**src/rtl/ps2_host_tx.sv**
```systemverilog
// ps2_host_tx
//   PS/2 host-to-device transmitter. It sends one command byte (for example 0xF4
//   or 0xFF) to the device over the shared open-drain clock and data lines. The
//   outputs are open-drain enables, and the top level ORs them with the enables
//   of the receive path.
//
//   Optional feature: define PS2_HOST_TX_RETRY_EN to retry a failed frame
//   (NACK or timeout) up to two more times before reporting tx_err.
//
// Ports
//   clk          100 MHz clock
//   rst          asynchronous reset, active low
//   tx_data      command byte, latched when tx_valid && tx_ready
//   tx_valid     send request
//   tx_ready     idle, a request is accepted
//   tx_done      one-cycle pulse: device ACKed and both lines returned high
//   tx_err       one-cycle pulse: NACK or timeout
//   ps2_clk_in   raw clock pin level
//   ps2_data_in  raw data pin level
//   ps2_clk_oe   1 = pull clock pin low
//   ps2_data_oe  1 = pull data pin low
module ps2_host_tx #(
    parameter int INHIBIT_CYC = 12000,
    parameter int TIMEOUT_CYC = 2000000,
    parameter int FILTER_LEN  = 8
) (
    input  logic       clk,
    input  logic       rst,
    input  logic [7:0] tx_data,
    input  logic       tx_valid,
    output logic       tx_ready,
    output logic       tx_done,
    output logic       tx_err,
    input  logic       ps2_clk_in,
    input  logic       ps2_data_in,
    output logic       ps2_clk_oe,
    output logic       ps2_data_oe
);

    localparam int INH_W = $clog2(INHIBIT_CYC + 1);
    localparam int WD_W  = $clog2(TIMEOUT_CYC + 1);
    localparam int FC_W  = $clog2(FILTER_LEN + 1);

    typedef enum logic [2:0] {
        S_IDLE, S_INHIBIT, S_REQ, S_SHIFT, S_ACK, S_WAIT_IDLE, S_DONE, S_ERR
    } state_t;

    // ---------------- input conditioning ----------------
    // Bit 0 is the clock line, bit 1 the data line. Lines idle high, so all
    // conditioning flops reset to 1 to avoid a false edge after reset.
    logic [1:0]      pin_raw;
    logic [1:0]      sync1_q, sync2_q, filt_q;
    logic            clk_prev_q;
    logic [FC_W-1:0] fcnt_q [2];
    logic            fall;

    assign pin_raw = {ps2_data_in, ps2_clk_in};

    always_ff @(posedge clk or negedge rst) begin
        if (!rst) begin
            sync1_q    <= 2'b11;
            sync2_q    <= 2'b11;
            filt_q     <= 2'b11;
            clk_prev_q <= 1'b1;
            fcnt_q[0]  <= '0;
            fcnt_q[1]  <= '0;
        end else begin
            sync1_q    <= pin_raw;
            sync2_q    <= sync1_q;
            clk_prev_q <= filt_q[0];
            // A new level is accepted after FILTER_LEN consecutive samples
            // that differ from the current filtered level.
            for (int i = 0; i < 2; i++) begin
                if (sync2_q[i] == filt_q[i]) begin
                    fcnt_q[i] <= '0;
                end else if (fcnt_q[i] == FC_W'(FILTER_LEN - 1)) begin
                    filt_q[i] <= sync2_q[i];
                    fcnt_q[i] <= '0;
                end else begin
                    fcnt_q[i] <= fcnt_q[i] + 1'b1;
                end
            end
        end
    end

    assign fall = clk_prev_q & ~filt_q[0];

    // ---------------- FSM ----------------
    state_t           state_q, state_d;
    logic [INH_W-1:0] inh_cnt_q, inh_cnt_d;
    logic [WD_W-1:0]  wd_q, wd_d;
    logic [3:0]       n_q, n_d;
    logic [7:0]       byte_q, byte_d;
    logic             par_q, par_d;
    logic             dbit_q, dbit_d;
    logic             fail;
    logic             wd_active, wd_expired, inh_last;
`ifdef PS2_HOST_TX_RETRY_EN
    logic [1:0]       retry_q, retry_d;
`endif

    assign wd_active  = (state_q == S_REQ) || (state_q == S_SHIFT) ||
                        (state_q == S_ACK) || (state_q == S_WAIT_IDLE);
    assign wd_expired = (wd_q == WD_W'(TIMEOUT_CYC - 1));
    assign inh_last   = (inh_cnt_q == INH_W'(INHIBIT_CYC - 1));

    always_ff @(posedge clk or negedge rst) begin
        if (!rst) begin
            state_q   <= S_IDLE;
            inh_cnt_q <= '0;
            wd_q      <= '0;
            n_q       <= '0;
            byte_q    <= '0;
            par_q     <= 1'b0;
            dbit_q    <= 1'b0;
`ifdef PS2_HOST_TX_RETRY_EN
            retry_q   <= '0;
`endif
        end else begin
            state_q   <= state_d;
            inh_cnt_q <= inh_cnt_d;
            wd_q      <= wd_d;
            n_q       <= n_d;
            byte_q    <= byte_d;
            par_q     <= par_d;
            dbit_q    <= dbit_d;
`ifdef PS2_HOST_TX_RETRY_EN
            retry_q   <= retry_d;
`endif
        end
    end

    always_comb begin
        state_d   = state_q;
        inh_cnt_d = '0;
        n_d       = n_q;
        byte_d    = byte_q;
        par_d     = par_q;
        dbit_d    = dbit_q;
        fail      = 1'b0;
`ifdef PS2_HOST_TX_RETRY_EN
        retry_d   = retry_q;
`endif
        case (state_q)
            S_IDLE: begin
                if (tx_valid) begin
                    byte_d  = tx_data;
                    par_d   = ~^tx_data;
                    state_d = S_INHIBIT;
`ifdef PS2_HOST_TX_RETRY_EN
                    retry_d = 2'd0;
`endif
                end
            end
            S_INHIBIT: begin
                if (inh_last) state_d = S_REQ;
                else          inh_cnt_d = inh_cnt_q + 1'b1;
            end
            S_REQ: begin
                // First device falling edge: start bit already on the line,
                // put data bit 0 out.
                if (fall) begin
                    n_d     = 4'd1;
                    dbit_d  = ~byte_q[0];
                    state_d = S_SHIFT;
                end else if (wd_expired) begin
                    fail = 1'b1;
                end
            end
            S_SHIFT: begin
                // n_q counts edges already seen; the next bit index equals n_q.
                if (fall) begin
                    n_d = n_q + 4'd1;
                    if (n_q <= 4'd7) begin
                        dbit_d = ~byte_q[n_q[2:0]];
                    end else if (n_q == 4'd8) begin
                        dbit_d = ~par_q;
                    end else begin
                        dbit_d  = 1'b0;
                        state_d = S_ACK;
                    end
                end else if (wd_expired) begin
                    fail = 1'b1;
                end
            end
            S_ACK: begin
                if (fall) begin
                    if (filt_q[1]) fail = 1'b1;
                    else           state_d = S_WAIT_IDLE;
                end else if (wd_expired) begin
                    fail = 1'b1;
                end
            end
            S_WAIT_IDLE: begin
                if (filt_q == 2'b11) state_d = S_DONE;
                else if (wd_expired) fail = 1'b1;
            end
            S_DONE:  state_d = S_IDLE;
            S_ERR:   state_d = S_IDLE;
            default: state_d = S_IDLE;
        endcase

        if (fail) begin
`ifdef PS2_HOST_TX_RETRY_EN
            if (retry_q != 2'd2) begin
                retry_d = retry_q + 2'd1;
                state_d = S_INHIBIT;
            end else begin
                state_d = S_ERR;
            end
`else
            state_d = S_ERR;
`endif
        end

        // Watchdog restarts on every device edge and on every state change.
        wd_d = (state_d != state_q || fall || !wd_active) ? '0 : wd_q + 1'b1;
    end

    always_comb begin
        tx_ready    = (state_q == S_IDLE);
        tx_done     = (state_q == S_DONE);
        tx_err      = (state_q == S_ERR);
        ps2_clk_oe  = (state_q == S_INHIBIT);
        ps2_data_oe = 1'b0;
        case (state_q)
            S_INHIBIT: ps2_data_oe = inh_last;
            S_REQ:     ps2_data_oe = 1'b1;
            S_SHIFT:   ps2_data_oe = dbit_q;
            default:   ps2_data_oe = 1'b0;
        endcase
    end

endmodule

```
**config.mk**
```make
export PLATFORM = sky130hd
export DESIGN_NAME = ps2_host_tx
export DESIGN_NICKNAME = d
export VERILOG_FILES = /design/src/rtl/ps2_host_tx.sv
export SDC_FILE = /design/constraint.sdc
export NUM_CORES = 1
export LEC_CHECK = 0
export ABC_CLOCK_PERIOD_IN_PS = 5670
export CAP_MARGIN = 15
export CORE_MARGIN = 5
export CORE_UTILIZATION = 35
export CTS_CLUSTER_DIAMETER = 50
export DETAILED_ROUTE_END_ITERATION = 10
export GPL_TIMING_DRIVEN = 0
export SETUP_SLACK_MARGIN = 0.4
export SYNTH_ARGS = -nofsm -noshare
export SYNTH_HDL_FRONTEND = slang
export SYNTH_SLANG_ARGS = --single-unit
```
**constraint.sdc**
```tcl
create_clock -name clk -period 5.67 [get_ports clk]
set_input_delay 0.567 -clock clk [delete_from_list [all_inputs] [get_ports clk]]
set_output_delay 0.567 -clock clk [all_outputs]
set_load 0.05 [all_outputs]
```
== After elaboration in Yosys (flattened, before gate mapping) ==
Index checks and enable logic that the tools add are counted.

* $add $sub $neg: 5
* $lt $le $gt $ge: 2
* Equality and inequality tests: 18
* Mux-type cells: 35
* Bitwise operators: 7
* Reductions and logical operators: 15

{| class="wikitable"
|+ Operators by type and width
! cell !! count
|-
| two-way mux 3 bit || 10
|-
| two-way mux 14 bit || 2
|-
| two-way mux 4 bit || 6
|-
| adder 21 x 1 -> 21 bit, second input constant || 1
|-
| equality test 21 bit, second input constant || 1
|-
| two-way mux 21 bit || 1
|-
| one-hot mux 3 bit (7 select lines) || 1
|-
| adder 14 x 1 -> 14 bit, second input constant || 1
|-
| equality test 14 bit, second input constant || 1
|-
| adder 4 x 1 -> 4 bit, second input constant || 3
|-
| equality test 3 bit, second input constant || 4
|-
| two-way mux 1 bit || 10
|-
| equality test 4 x 3 -> 1 bit, second input constant || 2
|-
| one-hot mux 4 bit (2 select lines) || 1
|-
| XNOR reduction 8 bit || 1
|-
| equality test 3 x 2 -> 1 bit, second input constant || 2
|-
| NOT 1 bit || 6
|-
| one-hot mux 1 bit (3 select lines) || 2
|-
| AND reduction 2 bit || 3
|-
| logical OR 1 bit || 5
|-
| equality test 4 bit, second input constant || 1
|-
| less-or-equal comparator 4 x 3 -> 1 bit, second input constant || 1
|-
| less-than comparator 3 x 4 -> 1 bit, second input constant || 1
|-
| != test 2 bit, second input constant || 2
|-
| other kinds (12) || 14
|}

* Register bits: 67
* Input port bits: 13

== Depth between registers and ports, before layout ==
* Depth in word-level cells: 10
* Depth in mapped cells: 9
* Gate-level depth less buffers: 8

== Least setup slack after synthesis ==
Ideal clock, no wire load.

* Kind: reg-to-reg
* Start: register state_q[0]
* End: register wd_q[0]
* Library setup time: 87 ps
* Arrival: 2889 ps
* Data required time: 5583 ps
* Slack: 2694 ps
* Stages on the path, launching flop included: 9
* Cells stage by stage: dfrtp_1 -> clkbuf_1 -> nor3_1 -> nand2_1 -> o21a_1 -> o211a_1 -> mux2_4 -> buf_6 -> a211oi_2

{| class="wikitable"
|+ RTL lines
! element !! line !! RTL
|-
| start: declaration || 89 || <nowiki>state_t state_q, state_d;</nowiki>
|-
| start signal: assignment || 120 || <nowiki>state_q <= state_d;</nowiki>
|-
| zero test 3 bit || - ||
|-
| named net tx_ready || 31 || <nowiki>output logic tx_ready,</nowiki>
|-
| one-hot mux 3 bit (7 select lines) || 144 || <nowiki>case (state_q)</nowiki>
|-
| two-way mux 3 bit || 203 || <nowiki>if (fail) begin</nowiki>
|-
| != test 3 bit || 217 || <nowiki>wd_d = (state_d != state_q || fall || !wd_active) ? '0 : wd_q + 1'b1;</nowiki>
|-
| logical OR 1 bit (2 in series) || 217 ||
|-
| two-way mux 21 bit || 217 ||
|-
| named net wd_d[0] || 91 || <nowiki>logic [WD_W-1:0] wd_q, wd_d;</nowiki>
|-
| end signal: assignment || 122 || <nowiki>wd_q <= wd_d;</nowiki>
|-
| end: declaration || 91 ||
|}

The timed path passes the listed nets, and every way through them passes these cells.
A chain may end at the register's enable or synchronous reset.

== Final worst setup path ==
* Start: register inh_cnt_q[0]
* End: output port ps2_data_oe

* Longest elaborated chain between the ends: 2

{| class="wikitable"
|+ Ends and longest elaborated chain
! element !! line !! RTL
|-
| start: declaration || 90 || <nowiki>logic [INH_W-1:0] inh_cnt_q, inh_cnt_d;</nowiki>
|-
| start signal: assignment || 121 || <nowiki>inh_cnt_q <= inh_cnt_d;</nowiki>
|-
| equality test 14 bit || 105 || <nowiki>assign inh_last = (inh_cnt_q == INH_W'(INHIBIT_CYC - 1));</nowiki>
|-
| one-hot mux 1 bit (3 select lines) || 226 || <nowiki>case (state_q)</nowiki>
|-
| end: declaration || 37 || <nowiki>output logic ps2_data_oe</nowiki>
|}

Every way passes these cells.

==> metrics.txt <==
# TYPE chip_impl_metric gauge
chip_impl_metric{name="synth-seq-cells",unit=""} 67
chip_impl_metric{name="synth.cell_area",unit="sq mm"} 0.00373
chip_impl_metric{name="n_antenna_cell",unit=""} 0
chip_impl_metric{name="worstMarginPinSlew",unit="ns"} 0.852
chip_impl_metric{name="drc_errors",unit=""} 0
chip_impl_metric{name="max_cap_violations",unit=""} 0
chip_impl_metric{name="number_of_iterations_in_the_first_detailed_routing_pass",unit=""} 4
chip_impl_info{name="cts_tree",value="built"} 1
chip_impl_metric{name="grt_start_max_net_pins",unit=""} 68
chip_impl_metric{name="routed_wl",unit="um"} 7000
chip_impl_metric{name="multi_input_area",unit="sq mm"} 0.00190
chip_impl_metric{name="number_of_core_rows",unit=""} 37
chip_impl_metric{name="clock_tree.htree_level_count",unit=""} 3
chip_impl_metric{name="yosys.area_share.xor_xnor",unit="%"} 9.62
chip_impl_metric{name="vdd_ir_drop_max",unit="V"} 0.000163
chip_impl_metric{name="power_leakage",unit="uW"} 0.00167
chip_impl_metric{name="x_dimension_of_the_die",unit="um"} 113
chip_impl_info{name="root_buffer",value="sky130_fd_sc_hd__clkbuf_8"} 1
chip_impl_metric{name="number_of_global_route_vias_before_repair",unit=""} 2706
chip_impl_metric{name="finish.cell_count_without_fillers",unit=""} 516
chip_impl_metric{name="drv_slew",unit=""} 0
chip_impl_metric{name="nNetsFinal",unit=""} 396
chip_impl_info{name="synth_top_family_by_area",value="simple AND/OR/NAND/NOR gates"} 1
chip_impl_info{name="min_path_type",value="in2async"} 1
chip_impl_info{name="rr_startpoint",value="wd_q[11]"} 1
chip_impl_metric{name="setup_violations",unit=""} 0
chip_impl_metric{name="drive_above_1_share",unit="%"} 20.0
chip_impl_metric{name="synth_sequential_area_ratio",unit="%"} 45.2
chip_impl_metric{name="floorplan.core_area",unit="sq mm"} 0.0104
chip_impl_metric{name="floorplan.io_pins",unit=""} 18
chip_impl_metric{name="syn_inst",unit=""} 347
chip_impl_metric{name="die_height",unit="um"} 113
chip_impl_info{name="synth_most_common_cell",value="sky130_fd_sc_hd__dfrtp_1"} 1
chip_impl_metric{name="design.die.area",unit="sq mm"} 0.0128
chip_impl_metric{name="grt_usage",unit="%"} 12.2
chip_impl_metric{name="rr_worst_depth",unit=""} 7
chip_impl_metric{name="postRouteAntennaNets",unit=""} 0
chip_impl_metric{name="cts_buffers",unit=""} 9
chip_impl_info{name="netlist_top_cells_area",value="sky130_fd_sc_hd__dfrtp_1 40%, sky130_fd_sc_hd__a211oi_2 6.7%, sky130_fd_sc_hd__xnor2_1 5.9%"} 1
chip_impl_metric{name="antenna_violations_before_repair",unit=""} 0
chip_impl_metric{name="final_wtd_congestion",unit=""} 0.815
chip_impl_info{name="netlist.top_cell.by_area",value="sky130_fd_sc_hd__dfrtp_1"} 1
chip_impl_metric{name="compound_cell_area_share_of_the_yosys_netlist",unit="%"} 12.5
chip_impl_metric{name="synth.area.mux_share",unit="%"} 5.20
chip_impl_info{name="worst_r2r_endpoint",value="wd_q[3]"} 1
chip_impl_metric{name="post-layout-total-power",unit="uW"} 1370
chip_impl_metric{name="slew_headroom",unit="%"} 43.2
chip_impl_info{name="unrepaired_setup_endpoints_after_global_routing",value="no"} 1
chip_impl_metric{name="place_inst",unit=""} 500
chip_impl_metric{name="clkSlewWorstSetupHoldPaths",unit="ns"} 0.07
chip_impl_metric{name="placement.io_buffers",unit=""} 17
chip_impl_metric{name="cp_data_required_time",unit="ns"} 5.10
chip_impl_info{name="synth.cells.most_frequent",value="60 x sky130_fd_sc_hd__dfrtp_1, 35 x sky130_fd_sc_hd__nor2_1, 28 x sky130_fd_sc_hd__nand2_1"} 1
chip_impl_metric{name="final_global_route_overflow_total",unit=""} 0
chip_impl_metric{name="path_max_fanout",unit=""} 4
chip_impl_info{name="critical_path_launch_point_type",value="flip-flop"} 1
chip_impl_metric{name="synth-simple-area-share",unit="%"} 20.8
chip_impl_metric{name="num-fill-cells",unit=""} 1022
chip_impl_metric{name="synth-edff-count",unit=""} 0
chip_impl_metric{name="synthDominantCellAreaShare",unit="%"} 40.2
chip_impl_info{name="setup.worst_path.end_class",value="output pin"} 1
chip_impl_metric{name="drt_first_iter_violations",unit=""} 117
chip_impl_metric{name="postCtsResizedCells",unit=""} 0
chip_impl_metric{name="syn2layout_area_growth",unit="%"} 16.1
chip_impl_metric{name="rrSetupSlack",unit="ns"} 3.02
chip_impl_metric{name="clkLatencyLatePin",unit="ns"} 0.34
chip_impl_metric{name="final.min_clock_period",unit="ns"} 3.44
chip_impl_info{name="synth_top_flop_cell",value="sky130_fd_sc_hd__dfrtp_1"} 1
chip_impl_metric{name="finalWorstSetupSlack",unit="ns"} 2.23
chip_impl_metric{name="dpl_worst_slack",unit="ns"} 2.56
chip_impl_metric{name="tcrit_tclk_final",unit="%"} 60.6
chip_impl_metric{name="synth_async_sr_flop_share",unit="%"} 100
chip_impl_metric{name="area_used_by_sequential_logic_in_the_layout",unit="sq mm"} 0.00169
chip_impl_metric{name="maxClockFrequency",unit="MHz"} 291
chip_impl_metric{name="yosysWarnings",unit=""} 0
chip_impl_metric{name="timing.clock.skew",unit="ns"} 0.00888
chip_impl_metric{name="first_pass_grt_wire_length",unit="um"} 12800
chip_impl_info{name="timing_worst_setup_path_type",value="reg2out"} 1
chip_impl_metric{name="post_drt_wl_per_cell",unit="um"} 13.6
chip_impl_metric{name="synth_nets",unit=""} 368
chip_impl_metric{name="hold_viol",unit=""} 0
chip_impl_metric{name="powerDensity",unit="mW/mm^2"} 316
chip_impl_metric{name="dp_hpwl",unit="um"} 4920
chip_impl_metric{name="routed-via-count",unit=""} 2615
chip_impl_metric{name="synth-adder-area-share",unit="%"} 2.68
chip_impl_metric{name="finalSetupTns",unit="ns"} 0
chip_impl_metric{name="cts_setup_buffers",unit=""} 0
chip_impl_metric{name="worstPathArrival",unit="ns"} 2.87
chip_impl_metric{name="synth.distinct_cells",unit=""} 55
chip_impl_metric{name="clkSinkCount",unit=""} 67
chip_impl_metric{name="holdBufCountCts",unit=""} 0
chip_impl_metric{name="viasPerCell",unit=""} 5.07
chip_impl_metric{name="synth.avg_cell_area",unit="sq um"} 10.8
chip_impl_metric{name="initial_core_utilization",unit="%"} 36.0
chip_impl_metric{name="cts-root-to-sink-buffers",unit=""} 2
chip_impl_info{name="status",value="finished, final reports clean"} 1
flip-flops by register name, indices dropped and copies added (netlist names):
name and cells:
state_q 3, n_q 4, sync2_q 2, wd_q 21
dbit_q 1, clk_prev_q 1, fcnt_q 8, sync1_q 2
filt_q 2, inh_cnt_q 14, par_q 1, byte_q 8
through the flow:
step	util, %	instance area, sq um	hold slack, ns
4_1_cts	41.8	4330	0.351
2_1_floorplan	-	3730	0.271
3_5_place_dp	39.2	4070	0.349
6_report	41.8	4330	0.340
5_1_grt	41.8	4330	0.356
3_3_place_gp	39.3	4070	0.347
cell type report:
cell class / instances / area share (%)
multi-input combinational: 258 / 43.8
tap: 136 / 3.93
clock inverter: 7 / 3.23
sequential: 67 / 38.9
buffer: 14 / 2.74
clock buffer: 9 / 2.86
inverter: 8 / 0.693
timing repair buffer: 17 / 3.87
worst max-delay path by stage:
stage,end,start
after detailed placement,ps2_data_oe,inh_cnt_q[0]
after global placement,fcnt_q[5],rst
after CTS,ps2_data_oe,inh_cnt_q[0]
final,ps2_data_oe,inh_cnt_q[0]
after global routing,ps2_data_oe,inh_cnt_q[0]
after floorplan,wd_q[0],state_q[0]
per-layer routing:
| layer | global-route usage, % | vias up | wire [um] |
|---|---|---|---|
| li1 | - | 1296 | - |
| met4 | 4.57 | 0 | 110 |
| met5 | 0 | - | 0 |
| met1 | 16.7 | 1257 | 3440 |
| met3 | 2.99 | 10 | 271 |
| met2 | 18.6 | 52 | 3170 |
layout by cell type, fill, tap and decap left out, types with 10 or more instances in the layout:
cell                              synthesis  routed
sky130_fd_sc_hd__a211oi_2                20      20
sky130_fd_sc_hd__clkdlybuf4s50_1          0      16
sky130_fd_sc_hd__dfrtp_1                 60      60
sky130_fd_sc_hd__mux2_2                  11      11
sky130_fd_sc_hd__nand2_1                 28      28
sky130_fd_sc_hd__nand3_1                 19      19
sky130_fd_sc_hd__nor2_1                  35      35
sky130_fd_sc_hd__o21ai_0                 10      10
sky130_fd_sc_hd__xnor2_1                 25      25
sky130_fd_sc_hd__xor2_1                  16      16
power by group:
| part | internal (uW) | switching (uW) |
|---|---|---|
| combinational | 113 | 99.8 |
| sequential | 568 | 69.7 |
| clock | 336 | 185 |
| total | 1020 | 354 |
critical path, cell delays in order, from the launching register on:
cell,delay (ns)
sky130_fd_sc_hd__dfrtp_1,0.38
sky130_fd_sc_hd__ha_1,0.23
sky130_fd_sc_hd__and4_1,0.26
sky130_fd_sc_hd__nand4_1,0.19
sky130_fd_sc_hd__or3b_2,0.48
sky130_fd_sc_hd__a21oi_1,0.15
sky130_fd_sc_hd__clkdlybuf4s50_1,0.83
kinds of logic after synthesis:
group / Yosys count
AO/OA/AOI/OAI: 51
XOR/XNOR: 41
adder cells (fa/ha/maj): 8
buffers and inverters: 22
flip-flops: 67
multiplexers: 15
AND/OR/NAND/NOR: 143
Power figures use the tool's default switching activity.
